### config.mk
export PLATFORM = sky130hd
export DESIGN_NAME = fetch_ctrl
export DESIGN_NICKNAME = d
export VERILOG_FILES = /design/src/rtl/fetch_ctrl.sv
export SDC_FILE = /design/constraint.sdc
export NUM_CORES = 1
export LEC_CHECK = 0
export BUFFER_PORTS_ARGS = -buffer_cell sky130_fd_sc_hd__buf_2
export CORE_UTILIZATION = 51
export CTS_CLUSTER_SIZE = 16
export DETAILED_ROUTE_END_ITERATION = 8
export PLACE_DENSITY_LB_ADDON = 0.12
export SLEW_MARGIN = 20
export SYNTH_ARGS = -nofsm -noshare
export SYNTH_HDL_FRONTEND = slang
export SYNTH_SLANG_ARGS = --single-unit
### constraint.sdc
create_clock -name clk -period 3.9 [get_ports clk]
set_clock_uncertainty 0.15 [all_clocks]
set_input_delay 0.975 -clock clk [delete_from_list [all_inputs] [get_ports clk]]
set_output_delay 0.975 -clock clk [all_outputs]
set_load 0.01 [all_outputs]
### src/rtl/fetch_ctrl.sv
// Instruction-fetch sequencer: owns the PC, issues one imem request at a time,
// buffers the returned word for decode and squashes wrong-path fetches on redirect.
module fetch_ctrl #(
    parameter logic [31:0] RESET_PC = 32'h0000_0000
) (
    input  logic        clk,
    input  logic        rst,
    input  logic        redirect_valid,
    input  logic [31:0] redirect_pc,
    output logic        imem_req_valid,
    input  logic        imem_req_ready,
    output logic [31:0] imem_req_addr,
    input  logic        imem_rsp_valid,
    input  logic [31:0] imem_rsp_data,
    output logic        if_valid,
    input  logic        if_ready,
    output logic [31:0] if_pc,
    output logic [31:0] if_pc_plus4,
    output logic [31:0] if_instr,
    output logic        misalign_err
);

    typedef enum logic [1:0] {
        S_REQ  = 2'd0,
        S_WAIT = 2'd1,
        S_HOLD = 2'd2
    } state_t;

    state_t      r_state;
    state_t      w_state_nxt;
    logic [31:0] r_pc;
    logic [31:0] w_pc_nxt;
    logic        r_kill;
    logic        w_kill_nxt;
    logic        r_req_valid;
    logic        r_if_valid;
    logic        w_if_valid_nxt;
    logic [31:0] r_if_pc;
    logic [31:0] w_if_pc_nxt;
    logic [31:0] r_if_instr;
    logic [31:0] w_if_instr_nxt;
    logic        r_misalign;
    logic        w_req_fire;
    logic [31:0] w_redirect_pc_al;

    assign w_req_fire       = r_req_valid & imem_req_ready;
    assign w_redirect_pc_al = {redirect_pc[31:2], 2'b00};

    always_comb begin
        w_state_nxt    = r_state;
        w_pc_nxt       = r_pc;
        w_kill_nxt     = r_kill;
        w_if_valid_nxt = r_if_valid;
        w_if_pc_nxt    = r_if_pc;
        w_if_instr_nxt = r_if_instr;
        case (r_state)
            S_REQ: begin
                if (w_req_fire) begin
                    w_state_nxt = S_WAIT;
                    // A redirect racing the handshake leaves a stale request in flight.
                    w_kill_nxt  = redirect_valid;
                end
            end
            S_WAIT: begin
                if (imem_rsp_valid) begin
                    if (r_kill || redirect_valid) begin
                        w_kill_nxt  = 1'b0;
                        w_state_nxt = S_REQ;
                    end else begin
                        w_if_instr_nxt = imem_rsp_data;
                        w_if_pc_nxt    = r_pc;
                        w_if_valid_nxt = 1'b1;
                        w_state_nxt    = S_HOLD;
                    end
                end else if (redirect_valid) begin
                    w_kill_nxt = 1'b1;
                end
            end
            S_HOLD: begin
                if (redirect_valid || if_ready) begin
                    w_if_valid_nxt = 1'b0;
                    w_state_nxt    = S_REQ;
                    if (if_ready) begin
                        w_pc_nxt = r_pc + 32'd4;
                    end
                end
            end
            default: begin
                w_state_nxt = S_REQ;
            end
        endcase
        // Redirect overrides every other PC update, including a completed decode handshake.
        if (redirect_valid) begin
            w_pc_nxt = w_redirect_pc_al;
        end
    end

    always_ff @(posedge clk) begin
        if (rst) begin
            r_state     <= S_REQ;
            r_pc        <= RESET_PC;
            r_kill      <= 1'b0;
            r_req_valid <= 1'b0;
            r_if_valid  <= 1'b0;
            r_if_pc     <= RESET_PC;
            r_if_instr  <= 32'd0;
            r_misalign  <= 1'b0;
        end else begin
            r_state     <= w_state_nxt;
            r_pc        <= w_pc_nxt;
            r_kill      <= w_kill_nxt;
            r_req_valid <= (w_state_nxt == S_REQ);
            r_if_valid  <= w_if_valid_nxt;
            r_if_pc     <= w_if_pc_nxt;
            r_if_instr  <= w_if_instr_nxt;
            r_misalign  <= redirect_valid & (|redirect_pc[1:0]);
        end
    end

    assign imem_req_valid = r_req_valid;
    assign imem_req_addr  = r_pc;
    assign if_valid       = r_if_valid;
    assign if_pc          = r_if_pc;
    assign if_pc_plus4    = r_if_pc + 32'd4;
    assign if_instr       = r_if_instr;
    assign misalign_err   = r_misalign;

endmodule

=== Word level (Yosys, flattened, before mapping) ===
Index checks and enable logic that the tools add are counted.

* Register bits after elaboration: 102
* Bits in latches: 0
* Memory bits (writable): 0
* Memory bits (read-only): 0
* Input bits: 70
* Output and inout bits: 131
* Memories: 0

* Add/sub/neg operators: 2
* Multipliers: 0
* Divide/modulo/power cells: 0
* Magnitude comparators: 0
* Equality and inequality tests: 8
* Shifts and indexed selects: 0
* Multiplexer cells: 18
* Bitwise operators: 3
* Reduce and logical (&&, ||, !) cells: 16

{| class="wikitable"
|+ Operator list
! kind !! number
|-
| $mux 32 || 4
|-
| $add 32x3->32 const B || 2
|-
| $reduce_bool 2->1 || 5
|-
| $reduce_and 3->1 || 3
|-
| $mux 2 || 4
|-
| $ne 2x2->1 const B || 4
|-
| $reduce_and 4->1 || 2
|-
| $mux 1 || 7
|-
| $ne 3x3->1 const B || 2
|-
| $pmux 2 s3 || 1
|-
| $logic_not 2->1 || 2
|-
| $pmux 1 s2 || 2
|-
| $reduce_or 2->1 || 2
|-
| $and 1x1->1 || 2
|-
| $eq 2x1->1 const B || 1
|-
| $eq 2x2->1 const B || 1
|-
| $logic_or 1x1->1 || 2
|-
| $not 1->1 || 1
|}

=== Longest topological paths before layout ===
* Depth in word-level cells: 5
* Gate-level depth with buffers: 7
* Mapped depth without buffers: 5

=== Least setup slack after synthesis ===
OpenSTA, ideal clock, no wires.

* Path kind: register -> output
* Start point: reg r_if_pc[2] (netlist: if_pc[2])
* End point: out if_pc_plus4[16]
* Data arrival time: 1746 ps
* Required time: 2775 ps
* Setup slack: 1029 ps
* Cell stages (with the launch flop): 6
* Path through: dfxtp_1 ha_1 and2_1 nor2b_1 or3b_2 xnor2_1

* Longest elaborated chain between the ends: 1

{| class="wikitable"
|+ RTL lines
! what !! line !! RTL
|-
| from (decl) || 38 || <nowiki>logic [31:0] r_if_pc;</nowiki>
|-
| from (signal assigned) || 114 || <nowiki>r_if_pc <= w_if_pc_nxt;</nowiki>
|-
| $add 32x3->32 || 124 || <nowiki>assign if_pc_plus4 = r_if_pc + 32'd4;</nowiki>
|-
| to (decl) || 18 || <nowiki>output logic [31:0] if_pc_plus4,</nowiki>
|}

No other way between the ends.

=== Worst setup path in the final report ===
Ends and elaborated chain as after synthesis.

==> flow_summary.yaml <==
power:
  irDropWorstVdd_uv: 240.1
  static-leakage-power_nw: 2.481
  power_density_nw_per_um2: 328.2
  internal_power_mw: 1.372
  switching_share: 0.2743
  p_sw_mw: 0.5186
  p_seq_frac: 0.569
  p_clk_frac: 0.333
  combPwrFrac: 0.098
placed_design:
  port_buffers: 194
  gp_congestion: 0.9168
  hpwl_um: 9360
  dpl-instance-area_um2: 5575
sta:
  setup_tns_ns: 0
  rsz0062_at_grt: "false"
  final-setup-viol-count: 0
  hold_viol_final: 0
  period_minus_slack_ns: 3.418
  finalCritPeriodShare: 0.8763
  worst_pin_slew_ns: 0.8579
  slew_headroom: 0.4272
  slew_viol_final: 0
  fmax_ghz: 0.2926
setup_path:
  r2r_cells: 4
  critPathMaxStageDelay_ns: 0.48
  cp-end-kind: "output pin"
  arrival_ns: 2.29
  cpMaxStageDelayCell: "or3b_2"
  worstSetupPathType: "reg -> out"
  cp.required_ns: 2.77
  crit_fanout: 7
  critPathLaunchType: "flop"
  worst-r2r-setup-slack_ns: 1.66
  worstPathCellList: "ha_1 -> and2_1 -> nor2b_1 -> or3b_2 -> xnor2_1 -> buf_2"
routing:
  drt_drc_violations_left: 0
  vias: 4635
  via_per_inst: 5.285
  first_pass_iters: 5
  drt_wl_total_um: 12700
  ant_nets: 0
  drtIter0Drc: 220
  avgRoutedWirePerCell_um: 14.48
die:
  pin_count: 201
  initial_utilization: 0.5286
  fp.dieH_um: 97.07
  die_w_um: 97.07
  rows: 34
  core_area_um2: 8721
  die_area_um2: 9423
clocking:
  cts_resized: 0
  clk_latency_ns: 0.35
  clk_root_buffer_cell: "clkbuf_8"
  cts_tree: "built"
  cts_setup_buffers: 0
  clk_pin_slew_ns: 0.10
  clock_sinks: 98
  cts_buffers: 9
  ctsHtreeMaxLevel: 3
  holdBufCountCts: 0
  cts_buffer_depth: 2
global_routing:
  grt_pass1_wl_um: 20120
  grt_pass1_vias: 4110
  overflow: 0
  grt_max_degree: 77
  grt_use_total: 0.2610
  antenna_found_initial: 0
finish:
  fin_nets: 836
  fillCellCount: 787
  drive_above_1_share: 0.2939
  postLayoutCellArea_um2: 5762
  diodes: 0
  syn_to_final_growth_pct: 25.00
yosys:
  yosysTopAreaCell: "dfxtp_1"
  syn_avg_cell_area_um2: 7.773
  synthCells: 593
  synth_top_area_share: 0.4256
  synth.distinct_cells: 43
  synth_edf_count: 0
  synth_area_um2: 4609
  synth_top_family_by_area: "simple AND/OR/NAND/NOR gates"
  synth.most_common_cell: "nand2_1"
  synth-xor-area-share: 0.1007
  muxShareOfSynthArea: 0.004615
  async_reset_ff_frac: 0
  ys_warn_count: 0
  synth_fa_ha_area_frac: 0.005429
  synth_compound_area_frac: 0.1295
  ys_ff_latch: 98
  synth_common_cells: "nand2_1 (156), dfxtp_1 (98), a21oi_1 (73), xnor2_1 (46), nor2_1 (33)"
  yosys.area_share.simple: 0.2837
  seq_area_frac_synth: 0.4256
  synthFlopType: "dfxtp_1"
  yosys-top-cells-area: "dfxtp_1 (43%), nand2_1 (13%), xnor2_1 (8.7%)"
job:
  drv_cap: 0
min_path:
  holdCritPathClass: "reg -> reg"
  hold_path_depth: 2
status:
  status: "finished, final reports clean"
==> cells by family after synthesis <==
kind of cell / after synthesis
buf+inv: 52
mux: 2
xor+xnor: 53
simple gates: 281
other cells: 1
fa+ha+maj: 2
flops: 98
compound gates: 104
==> critical path: cells and delay by family (launching register included) <==
kind	cells	cell delay (ns)
DFF	1	0.46
adders and majority gates	1	0.24
xor gates and xnor gates	1	0.13
buffers and inverters	1	0.14
and+or+nand+nor	3	0.97
==> worst paths after layout <==
path                            startpoint                             end
max                  if_pc[2]$_SDFFE_PP0P_                 if_pc_plus4[16]
min              if_instr[19]$_SDFFE_PP0P_       if_instr[19]$_SDFFE_PP0P_
max reg2reg  imem_req_addr[2]$_SDFFE_PP0P_  imem_req_addr[24]$_SDFFE_PP0P_
min reg2reg      if_instr[19]$_SDFFE_PP0P_       if_instr[19]$_SDFFE_PP0P_
==> final cells by class <==
cell class | instances | area (um2) | area share
inverters | 9 | 33.78 | 0.005863
multi-input cells | 448 | 2441 | 0.4237
well taps | 108 | 135.1 | 0.02345
clock buffers | 10 | 137.6 | 0.02389
repair buffers | 198 | 1003 | 0.1742
flip-flops and latches | 98 | 1962 | 0.3405
clock inverters | 6 | 48.80 | 0.008469
==> per-stage QoR <==
stage	setup slack (ns)	instances	utilization	hold slack, ns	power [mW]
after floorplan	1.029	598	-	0.3188	1.194
after global placement	0.9501	861	0.6393	0.2885	1.278
after detailed placement	0.8942	861	0.6393	0.2948	1.283
after CTS	0.4939	877	0.6607	0.3096	1.896
after global routing	0.3353	877	0.6607	0.3311	1.965
final	0.4823	877	0.6607	0.3073	1.891
==> power by group through the flow <==
stage / sequential [mW] / clock, mW / combinational, mW
3_3_place_gp: 1.10 / 0 / 0.182
3_5_place_dp: 1.10 / 0 / 0.186
5_1_grt: 1.08 / 0.680 / 0.205
4_1_cts: 1.07 / 0.636 / 0.186
2_1_floorplan: 1.10 / 0 / 0.0957
6_report: 1.08 / 0.630 / 0.186
==> flip-flops by register name, indices dropped and copies added, names as in the netlist <==
signal	count
if_instr	32
if_pc	30
if_valid	1
imem_req_addr	30
imem_req_valid	1
misalign_err	1
r_kill	1
r_state	2
==> per-layer routing <==
metal,global-route usage,part of all wire,vias to the layer above
met2,0.4220,0.46,171
met5,0,0,-
met3,0.03669,0.062,12
met4,0.07463,0.012,0
li1,-,-,2332
met1,0.3634,0.46,2120
==> placed cells by master, fill, tap and decap left out, types with 2 or more instances in the layout <==
| master | synthesis | routed |
|---|---|---|
| nor3_1 | 16 | 16 |
| dfxtp_1 | 98 | 98 |
| nand2_1 | 156 | 155 |
| buf_2 | 2 | 193 |
| xor2_1 | 7 | 7 |
| or3_1 | 2 | 2 |
| nand3_1 | 20 | 20 |
| nor4_1 | 8 | 8 |
| or2_2 | 2 | 2 |
| ha_1 | 2 | 2 |
| conb_1 | 1 | 6 |
| a211oi_1 | 16 | 16 |
| and3_1 | 6 | 6 |
| o21ai_0 | 5 | 5 |
| nand4_1 | 14 | 14 |
| clkinvlp_4 | 0 | 2 |
| a21oi_1 | 73 | 73 |
| nor4b_1 | 2 | 2 |
| xnor2_1 | 46 | 46 |
| inv_1 | 8 | 8 |
| clkbuf_8 | 0 | 10 |
| and4_1 | 6 | 6 |
| nor2_1 | 33 | 33 |
| buf_4 | 6 | 5 |
| nor4_4 | 2 | 2 |
| a311oi_1 | 5 | 5 |
| inv_6 | 0 | 2 |
| and2_1 | 8 | 7 |
(Power assumes the default switching activity.)
